--- src/rtl/fwd_scoreboard_if.sv ---
// ============================================================================
//  Module      : fwd_scoreboard_if
//  Description : Decode/execute-side bundle for the forwarding scoreboard.
//  Revision    : 1.0 - initial release
// ============================================================================
`default_nettype none

interface fwd_scoreboard_if #(
    parameter int WIDTH  = 32,
    parameter int STAGES = 3,
    parameter int NRD    = 2,
    parameter int TW     = 2
);
    logic                      flush;
    logic                      issue_valid;
    logic [4:0]                issue_dst;
    logic [TW-1:0]             issue_tnew;
    logic [STAGES-1:0]         res_valid;
    logic [STAGES*WIDTH-1:0]   res_data;
    logic [NRD*5-1:0]          rd_addr;
    logic [NRD*TW-1:0]         rd_tuse;
    logic [NRD*WIDTH-1:0]      rf_data;
    logic [NRD*WIDTH-1:0]      rd_data;
    logic [NRD-1:0]            rd_hit;
    logic                      stall;

    modport master (
        output flush, issue_valid, issue_dst, issue_tnew, res_valid, res_data,
               rd_addr, rd_tuse, rf_data,
        input  rd_data, rd_hit, stall
    );

    modport slave (
        input  flush, issue_valid, issue_dst, issue_tnew, res_valid, res_data,
               rd_addr, rd_tuse, rf_data,
        output rd_data, rd_hit, stall
    );
endinterface

`default_nettype wire

--- src/rtl/fwd_scoreboard.sv ---
// ============================================================================
//  Module      : fwd_scoreboard
//  Description : Tracks in-flight register writes after decode; forwards
//                operands to the decode read ports and raises load-use stalls.
//  Revision    : 1.0 - initial release
// ============================================================================
`default_nettype none

module fwd_scoreboard #(
    parameter int WIDTH  = 32,
    parameter int STAGES = 3,
    parameter int NRD    = 2,
    parameter int TW     = 2
) (
    input  logic                 clk,
    input  logic                 reset,
    fwd_scoreboard_if.slave      sb
);

    localparam logic [TW-1:0] c_TNEW_ONE = {{(TW-1){1'b0}}, 1'b1};

    function automatic logic [TW-1:0] satDec(input logic [TW-1:0] x);
        return (x == '0) ? '0 : x - c_TNEW_ONE;
    endfunction

    logic                 r_v    [STAGES];
    logic                 r_ok   [STAGES];
    logic [4:0]           r_dst  [STAGES];
    logic [TW-1:0]        r_tnew [STAGES];
    logic [WIDTH-1:0]     r_data [STAGES];

    logic                 w_okEff   [STAGES];
    logic [WIDTH-1:0]     w_dataEff [STAGES];
    logic [NRD*WIDTH-1:0] w_rdData;
    logic [NRD-1:0]       w_rdHit;
    logic [NRD-1:0]       w_found;
    logic                 w_stall;
    logic                 w_accept;

    // A result strobe on an empty slot must not disturb or forward anything.
    generate
        for (genvar k = 0; k < STAGES; k++) begin : g_eff
            assign w_okEff[k]   = r_v[k] & (r_ok[k] | sb.res_valid[k]);
            assign w_dataEff[k] = (r_v[k] & sb.res_valid[k]) ?
                                  sb.res_data[k*WIDTH +: WIDTH] : r_data[k];
        end
    endgenerate

    // Youngest matching producer wins; older matches are shadowed.
    always_comb begin
        w_stall  = 1'b0;
        w_rdData = sb.rf_data;
        w_rdHit  = '0;
        w_found  = '0;
        for (int p = 0; p < NRD; p++) begin
            for (int k = 0; k < STAGES; k++) begin
                if (!w_found[p] && r_v[k] &&
                    (r_dst[k] == sb.rd_addr[p*5 +: 5]) &&
                    (sb.rd_addr[p*5 +: 5] != 5'd0)) begin
                    w_found[p] = 1'b1;
                    if (w_okEff[k]) begin
                        w_rdData[p*WIDTH +: WIDTH] = w_dataEff[k];
                        w_rdHit[p]                 = 1'b1;
                    end else if (r_tnew[k] > sb.rd_tuse[p*TW +: TW]) begin
                        w_stall = 1'b1;
                    end
                end
            end
        end
    end

    assign w_accept   = sb.issue_valid & ~w_stall;
    assign sb.rd_data = w_rdData;
    assign sb.rd_hit  = w_rdHit;
    assign sb.stall   = w_stall;

    // Entries shift every cycle, stalled or not; a stall only inserts a bubble.
    always_ff @(posedge clk) begin
        if (reset || sb.flush) begin
            for (int k = 0; k < STAGES; k++) begin
                r_v[k]    <= 1'b0;
                r_ok[k]   <= 1'b0;
                r_dst[k]  <= '0;
                r_tnew[k] <= '0;
                r_data[k] <= '0;
            end
        end else begin
            r_v[0]    <= w_accept;
            r_ok[0]   <= 1'b0;
            r_dst[0]  <= w_accept ? sb.issue_dst : 5'd0;
            r_tnew[0] <= w_accept ? satDec(sb.issue_tnew) : '0;
            r_data[0] <= '0;
            for (int k = 1; k < STAGES; k++) begin
                r_v[k]    <= r_v[k-1];
                r_ok[k]   <= w_okEff[k-1];
                r_dst[k]  <= r_dst[k-1];
                r_tnew[k] <= satDec(r_tnew[k-1]);
                r_data[k] <= w_dataEff[k-1];
            end
        end
    end

endmodule

`default_nettype wire

--- src/flat_wrapper.sv ---
// flat-port wrapper written by rule: the top's interface ports become plain ports
module fwd_scoreboard_flat 
#(
    parameter int WIDTH  = 32,
    parameter int STAGES = 3,
    parameter int NRD    = 2,
    parameter int TW     = 2
)
  (clk, reset, sb_flush, sb_issue_valid, sb_issue_dst, sb_issue_tnew, sb_res_valid, sb_res_data, sb_rd_addr, sb_rd_tuse, sb_rf_data, sb_rd_data, sb_rd_hit, sb_stall);
  fwd_scoreboard_if #(.WIDTH(WIDTH), .STAGES(STAGES), .NRD(NRD), .TW(TW)) sb_i ();
  input  logic clk;
  input  logic reset;
  input wire logic [$bits(sb_i.flush)-1:0] sb_flush;
  input wire logic [$bits(sb_i.issue_valid)-1:0] sb_issue_valid;
  input wire logic [$bits(sb_i.issue_dst)-1:0] sb_issue_dst;
  input wire logic [$bits(sb_i.issue_tnew)-1:0] sb_issue_tnew;
  input wire logic [$bits(sb_i.res_valid)-1:0] sb_res_valid;
  input wire logic [$bits(sb_i.res_data)-1:0] sb_res_data;
  input wire logic [$bits(sb_i.rd_addr)-1:0] sb_rd_addr;
  input wire logic [$bits(sb_i.rd_tuse)-1:0] sb_rd_tuse;
  input wire logic [$bits(sb_i.rf_data)-1:0] sb_rf_data;
  output wire logic [$bits(sb_i.rd_data)-1:0] sb_rd_data;
  output wire logic [$bits(sb_i.rd_hit)-1:0] sb_rd_hit;
  output wire logic [$bits(sb_i.stall)-1:0] sb_stall;
  assign sb_i.flush = sb_flush;
  assign sb_i.issue_valid = sb_issue_valid;
  assign sb_i.issue_dst = sb_issue_dst;
  assign sb_i.issue_tnew = sb_issue_tnew;
  assign sb_i.res_valid = sb_res_valid;
  assign sb_i.res_data = sb_res_data;
  assign sb_i.rd_addr = sb_rd_addr;
  assign sb_i.rd_tuse = sb_rd_tuse;
  assign sb_i.rf_data = sb_rf_data;
  assign sb_rd_data = sb_i.rd_data;
  assign sb_rd_hit = sb_i.rd_hit;
  assign sb_stall = sb_i.stall;
  fwd_scoreboard #(.WIDTH(WIDTH), .STAGES(STAGES), .NRD(NRD), .TW(TW)) u_core (.clk(clk), .reset(reset), .sb(sb_i));
endmodule
--- config.mk ---
export PLATFORM = sky130hd
export DESIGN_NAME = fwd_scoreboard_flat
export DESIGN_NICKNAME = d
export VERILOG_FILES = /design/src/rtl/fwd_scoreboard_if.sv /design/src/rtl/fwd_scoreboard.sv /design/src/flat_wrapper.sv
export SDC_FILE = /design/constraint.sdc
export NUM_CORES = 1
export LEC_CHECK = 0
export ABC_AREA = 1
export CAP_MARGIN = 20
export CORE_UTILIZATION = 40
export CTS_BUF_LIST = sky130_fd_sc_hd__clkbuf_16
export DETAILED_ROUTE_END_ITERATION = 10
export GPL_ROUTABILITY_DRIVEN = 0
export PLACE_DENSITY_LB_ADDON = 0.08
export RECOVER_POWER = 100
export SLEW_MARGIN = 30
export SYNTH_ARGS = -nofsm -noshare
export SYNTH_HDL_FRONTEND = slang
export SYNTH_SLANG_ARGS = --single-unit
--- constraint.sdc ---
create_clock -name clk -period 2.3 [get_ports clk]
set_clock_uncertainty 0.15 [all_clocks]
set_input_delay 0.46 -clock clk [delete_from_list [all_inputs] [get_ports clk]]
set_output_delay 0.46 -clock clk [all_outputs]
set_load 0.01 [all_outputs]
# Word level (Yosys, flattened, before mapping)
# Memory sizes are Yosys's and may differ from the RTL's.
# Index checks and enable logic that the tools add are counted.
[totals] register_bits=0 mem_bits_rw=123 out_inout_bits=67 word_cells=143 mem_count=5
[op_classes] n_addsub=3 order_cmp=6 n_eq_ne=6 mux=71 bitwise_logic=26 n_reduce_logical=26
[memory_table] memory="u_core.r_data" depth=3 width=32 read_ports=3 rd_ports_with_merged_regs=0 write_ports=3 line="fwd_scoreboard.sv:30" source="logic [WIDTH-1:0] r_data [STAGES];"
[memory_table] memory="u_core.r_dst" depth=3 width=5 read_ports=3 rd_ports_with_merged_regs=0 write_ports=3 line="fwd_scoreboard.sv:28" source="logic [4:0] r_dst [STAGES];"
[memory_table] memory="u_core.r_tnew" depth=3 width=2 read_ports=3 rd_ports_with_merged_regs=0 write_ports=3 line="fwd_scoreboard.sv:29" source="logic [TW-1:0] r_tnew [STAGES];"
[memory_table] memory="u_core.r_ok" depth=3 width=1 read_ports=3 rd_ports_with_merged_regs=0 write_ports=3 line="fwd_scoreboard.sv:27" source="logic r_ok [STAGES];"
[memory_table] memory="u_core.r_v" depth=3 width=1 read_ports=3 rd_ports_with_merged_regs=0 write_ports=3 line="fwd_scoreboard.sv:26" source="logic r_v [STAGES];"
[op_table] cell="$mux 32" n=18
[op_table] cell="$mux 1" n=42
[op_table] cell="$eq 5x5->1" n=6
[op_table] cell="$mux 5" n=4
[op_table] cell="$or 1x1->1" n=18
[op_table] cell="$logic_and 1x1->1" n=16
[op_table] cell="$mux 2" n=7
[op_table] cell="$gt 2x2->1" n=6
[op_table] cell="$reduce_bool 5->1" n=2
[op_table] cell="$and 1x1->1" n=7
[op_table] cell="$logic_not 2->1" n=3
[op_table] cell="$sub 2x1->2 const B" n=3
[op_table] cell="$logic_not 1->1" n=4
[op_table] cell="$logic_or 1x1->1" n=1
[op_table] cell="$not 1->1" n=1

# Depth between registers and ports, before layout
[depth] word_depth=27 ltp_mapped=14

# Least setup slack after synthesis
# Ideal clock, no wire load.
[synth_timing] path_type="input to output" start="in sb_rd_addr[7]" end="out sb_rd_data[62]" arrival_ns=1.566 setup_slack_ns=0.124 path_stages=10 n_path_buf=1 path_cell_list="nor2_1 -> nand3_2 -> inv_2 -> nor2_1 -> nand2_1 -> nand3_4 -> nor2_8 -> buf_6 -> nor2_1 -> a22oi_1"
[synth_via] elab_chain_len=14
[synth_rtl] element="start, declared" line="flat_wrapper.sv:19" source="input wire logic [$bits(sb_i.rd_addr)-1:0] sb_rd_addr;"
[synth_rtl] element="$eq 5x5->1" line="fwd_scoreboard.sv:58" source="(r_dst[k] == sb.rd_addr[p*5 +: 5]) &&"
[synth_rtl] element="$logic_and 1x1->1" line="fwd_scoreboard.sv:57" source="if (!w_found[p] && r_v[k] &&"
[synth_rtl] element="$logic_and 1x1->1" line="fwd_scoreboard.sv:58"
[synth_rtl] element="$mux 1" line="fwd_scoreboard.sv:57"
[synth_rtl] element="$logic_not 1->1" line="fwd_scoreboard.sv:57"
[synth_rtl] element="$logic_and 1x1->1 (2 in series)" line="fwd_scoreboard.sv:57"
[synth_rtl] element="$logic_and 1x1->1" line="fwd_scoreboard.sv:58"
[synth_rtl] element="$mux 1" line="fwd_scoreboard.sv:57"
[synth_rtl] element="$logic_not 1->1" line="fwd_scoreboard.sv:57"
[synth_rtl] element="$logic_and 1x1->1 (2 in series)" line="fwd_scoreboard.sv:57"
[synth_rtl] element="$logic_and 1x1->1" line="fwd_scoreboard.sv:58"
[synth_rtl] element="$mux 32 *" line="fwd_scoreboard.sv:57"
[synth_rtl] element="end, declared" line="flat_wrapper.sv:22" source="output wire logic [$bits(sb_i.rd_data)-1:0] sb_rd_data;"
# Every way passes the cells marked *; elsewhere a longest branch is shown, timed or not.

==> results.md <==
## Finish
* Filler Cells Inserted: 1134
* number of nets in the layout: 1588
* layout cell share with drive strength beyond 1: 36.5%
* design area: 11800 um2
* post-layout util: 76.9%
* Post-Layout Cell Count: 1601
* antenna cell count: 0
* area overhead of the layout relative to synthesis: 85.8%

## Placed design
* number of placed instances with taps included: 1529
* Post-Place Worst Slack: -1140 ps
* Final HPWL DP: 17500 um
* placed instance area: 9950 um2
* count of buffers from port buffering: 254

## STA
* hold slack: 278 ps
* crit share post-route: 126%
* Worst Tran Pin Value: 977 ps
* final number of hold-violating endpoints: 0
* final-report setup violation count: 67
* worst setup margin: -595 ps
* clock period minus worst slack: 2900 ps
* count of pins over their slew limit: 0
* total negative setup slack: -30280 ps
* RSZ-0062 raised after global routing: true
* achievable frequency: 345 MHz
* Relative slew margins: 34.9%

## Floorplanning
* DIE AREA: 16400 um2
* Chip Width: 128 um
* count of standard-cell rows: 45
* io pins: 255
* core area: 15400 um2
* Die Height: 128 um
* Initial Utilization: 41.4%

## Yosys
* prevailing post-synth register cell: sky130_fd_sc_hd__dfxtp_1
* Cells after Synth: 1002
* Post-synth ARST share: 0%
* number of synthesis warnings: 0
* Synth Area in Compound Gates: 23.8%
* Synth top area share: 28.3%
* count of state elements after synthesis: 90
* most numerous cell types in the synthesized netlist: sky130_fd_sc_hd__nand2_1, sky130_fd_sc_hd__nor2_1, sky130_fd_sc_hd__o21ai_1, sky130_fd_sc_hd__inv_1, sky130_fd_sc_hd__dfxtp_1
* XOR/XNOR Fraction of Synth Area: 0.275%
* average instance area after synthesis: 6.35 um2
* Synth Area in Adders: 2.95%
* total nets after synthesis: 1205
* combinational family with the most area after synthesis: simple AND/OR/NAND/NOR gates
* Unique masters post-synth: 36
* sequential fraction of the synthesis area: 28.3%
* post-synthesis cell type with the largest combined area: sky130_fd_sc_hd__dfxtp_1
* area fraction in and, or, nand and nor cells after synthesis: 27.1%
* cell types with the largest area share after synthesis: sky130_fd_sc_hd__dfxtp_1, sky130_fd_sc_hd__nand2_1, sky130_fd_sc_hd__nor2_1
* most common cell in the synthesized netlist: sky130_fd_sc_hd__nand2_1
* Cell Area, Synth: 6360 um2
* Post-synth EDFFs: 0
* portion of netlist area occupied by mux cells: 5.04%

## CTS
* CTS tree: done
* clock buffers created by TritonCTS: 9
* clock transition at the register clock pins on the worst setup and hold paths after CTS: 60 ps
* Clk Latency, worst-skew pair: 350 ps
* Clk Tree Root Cell: sky130_fd_sc_hd__clkbuf_16
* level count of the clock H-tree: 3
* Max clock buf depth: 2
* clock sink total: 90

## Critical path
* Worst Path Arrival: 2290 ps
* highest fanout seen on the critical path: 7
* type of origin of the critical path: register
* crit path capture type: primary output
* Setup CP Type: reg -> out
* Critical Path RT: 1690 ps

## Global route
* pin count of the biggest net entering global routing: 83
* gr usage total: 32.6%
* leftover overflow at the end of global routing: 0
* first-pass GRT wire length: 41200 um
* number of global-route vias before repair: 8114
* antenna violations before repair: 0

## Power and ir drop
* proportion of power drawn by flip-flops and latches: 40.4%
* Sw Pwr: 1.02 mW
* relative contribution of the clock network to total power: 37.3%
* total design power: 3.91 mW
* total power per unit cell area: 331 nW/um2
* peak supply drop: 0.317 mV
* fraction of power spent switching nets: 26.2%
* leakage power of the design: 4.95 nW
* Internal Pwr Total: 2.88 mW
* combinational cell fraction of total power: 22.3%

## Drt
* count of unresolved DRC violations after routing: 0
* post-detailed-route via-to-cell ratio: 5.49
* mean routed wirelength per cell: 18.6 um
* antenna viol nets, final: 0
* DR pass1 iterations: 7
* count of routing violations after the opening detailed-route iteration: 690
* vias: 8784
* DRT Wirelength: 29800 um

## Min path
* Worst Hold Class: reg -> reg

## Job
* max-cap check violation count: 0

## Status
* status: finished, violations left
* failing checks: setup timing

## final cells by class
type / instances / area (um2) / area share, %
well taps: 211 / 264 / 2.23
clock inverters: 7 / 53.8 / 0.455
multi-input cells: 740 / 4770 / 40.4
flip-flops and latches: 90 / 1830 / 15.5
repair buffers: 431 / 4210 / 35.7
inverters: 113 / 459 / 3.89
clock buffers: 9 / 225 / 1.91
## registers in the layout, summed over array words and instances (netlist names)
register       count
u_core.r_data     64
u_core.r_dst      15
u_core.r_tnew      6
u_core.r_v         3
u_core.r_ok        2
## metal layers
metal  global-route usage [%]  share of wire, %
met1                     39.2                38
met3                     5.26               9.5
met4                     17.8               6.0
met2                     55.5                47
met5                        0                 0
## placed cells by master (no fill, tap or decap), drive strengths merged, types with 2 or more instances in the layout
cell type and instances:
clkbuf 17, nand2 187, ha 15, nor2 191, a21oi 68, inv 113
clkdlybuf4s50 171, dfxtp 90, o211ai 9, xnor2 2, o22ai 31, buf 244
nand3 19, bufbuf 2, o21ai 167, dlygate4sd2 5, nand4 3, clkinv 6
o21a 9, nor3 5, mux2i 32
## power by group through the flow
stage | Sequential (mW) | Combinational (mW) | Clock, mW
finish | 1.58 | 0.872 | 1.46
global route | 1.58 | 0.935 | 1.53
CTS | 1.58 | 0.825 | 1.45
detailed placement | 1.61 | 0.828 | 0
global placement | 1.61 | 0.826 | 0
floorplan | 1.61 | 0.282 | 0
## final timing paths
check	from	depth (start not counted)	end	slack (ps)
max	u_core.r_dst[0][4]	16	sb_rd_data[48]	-600
min	u_core.r_tnew[0][2]	1	u_core.r_tnew[0][4]	280
max reg2reg	u_core.r_dst[0][4]	13	u_core.r_dst[0][1]	280
min reg2reg	u_core.r_tnew[0][2]	1	u_core.r_tnew[0][4]	280
## kinds of logic (layout without fill, tap and decap cells)
kind of cell	Yosys count	count (layout)
multiplexers	32	32
AND/OR/NAND/NOR	406	406
AO/OA/AOI/OAI	285	285
XOR/XNOR	2	2
flip-flops	90	90
adder cells (fa/ha/maj)	15	15
buffers and inverters	172	560
## critical path: stages (launching register included)
cell	delay, ps
sky130_fd_sc_hd__dfxtp_2	330
sky130_fd_sc_hd__inv_2	60
sky130_fd_sc_hd__nand2_1	50
sky130_fd_sc_hd__nand2_1	70
sky130_fd_sc_hd__nand2_1	80
sky130_fd_sc_hd__nor2_4	190
sky130_fd_sc_hd__nand2_8	90
sky130_fd_sc_hd__buf_6	130
sky130_fd_sc_hd__clkinv_4	60
sky130_fd_sc_hd__nand2_8	60
sky130_fd_sc_hd__buf_12	130
sky130_fd_sc_hd__buf_16	140
sky130_fd_sc_hd__nand2_1	80
sky130_fd_sc_hd__o211ai_1	130
sky130_fd_sc_hd__nand2_1	100
sky130_fd_sc_hd__o21ai_1	70
sky130_fd_sc_hd__buf_2	150
## repair_timing
| action | 4_1_cts | 5_1_grt |
|---|---|---|
| pin swaps | 37 | 44 |
| setup endpoints to repair | 73 | 67 |
| setup buffers | 21 | 17 |
| gates cloned | 11 | 8 |
| hold buffers | 0 | 0 |
| resized for setup | 488 | 140 |
Note: power is estimated with default switching activity, not from simulation.
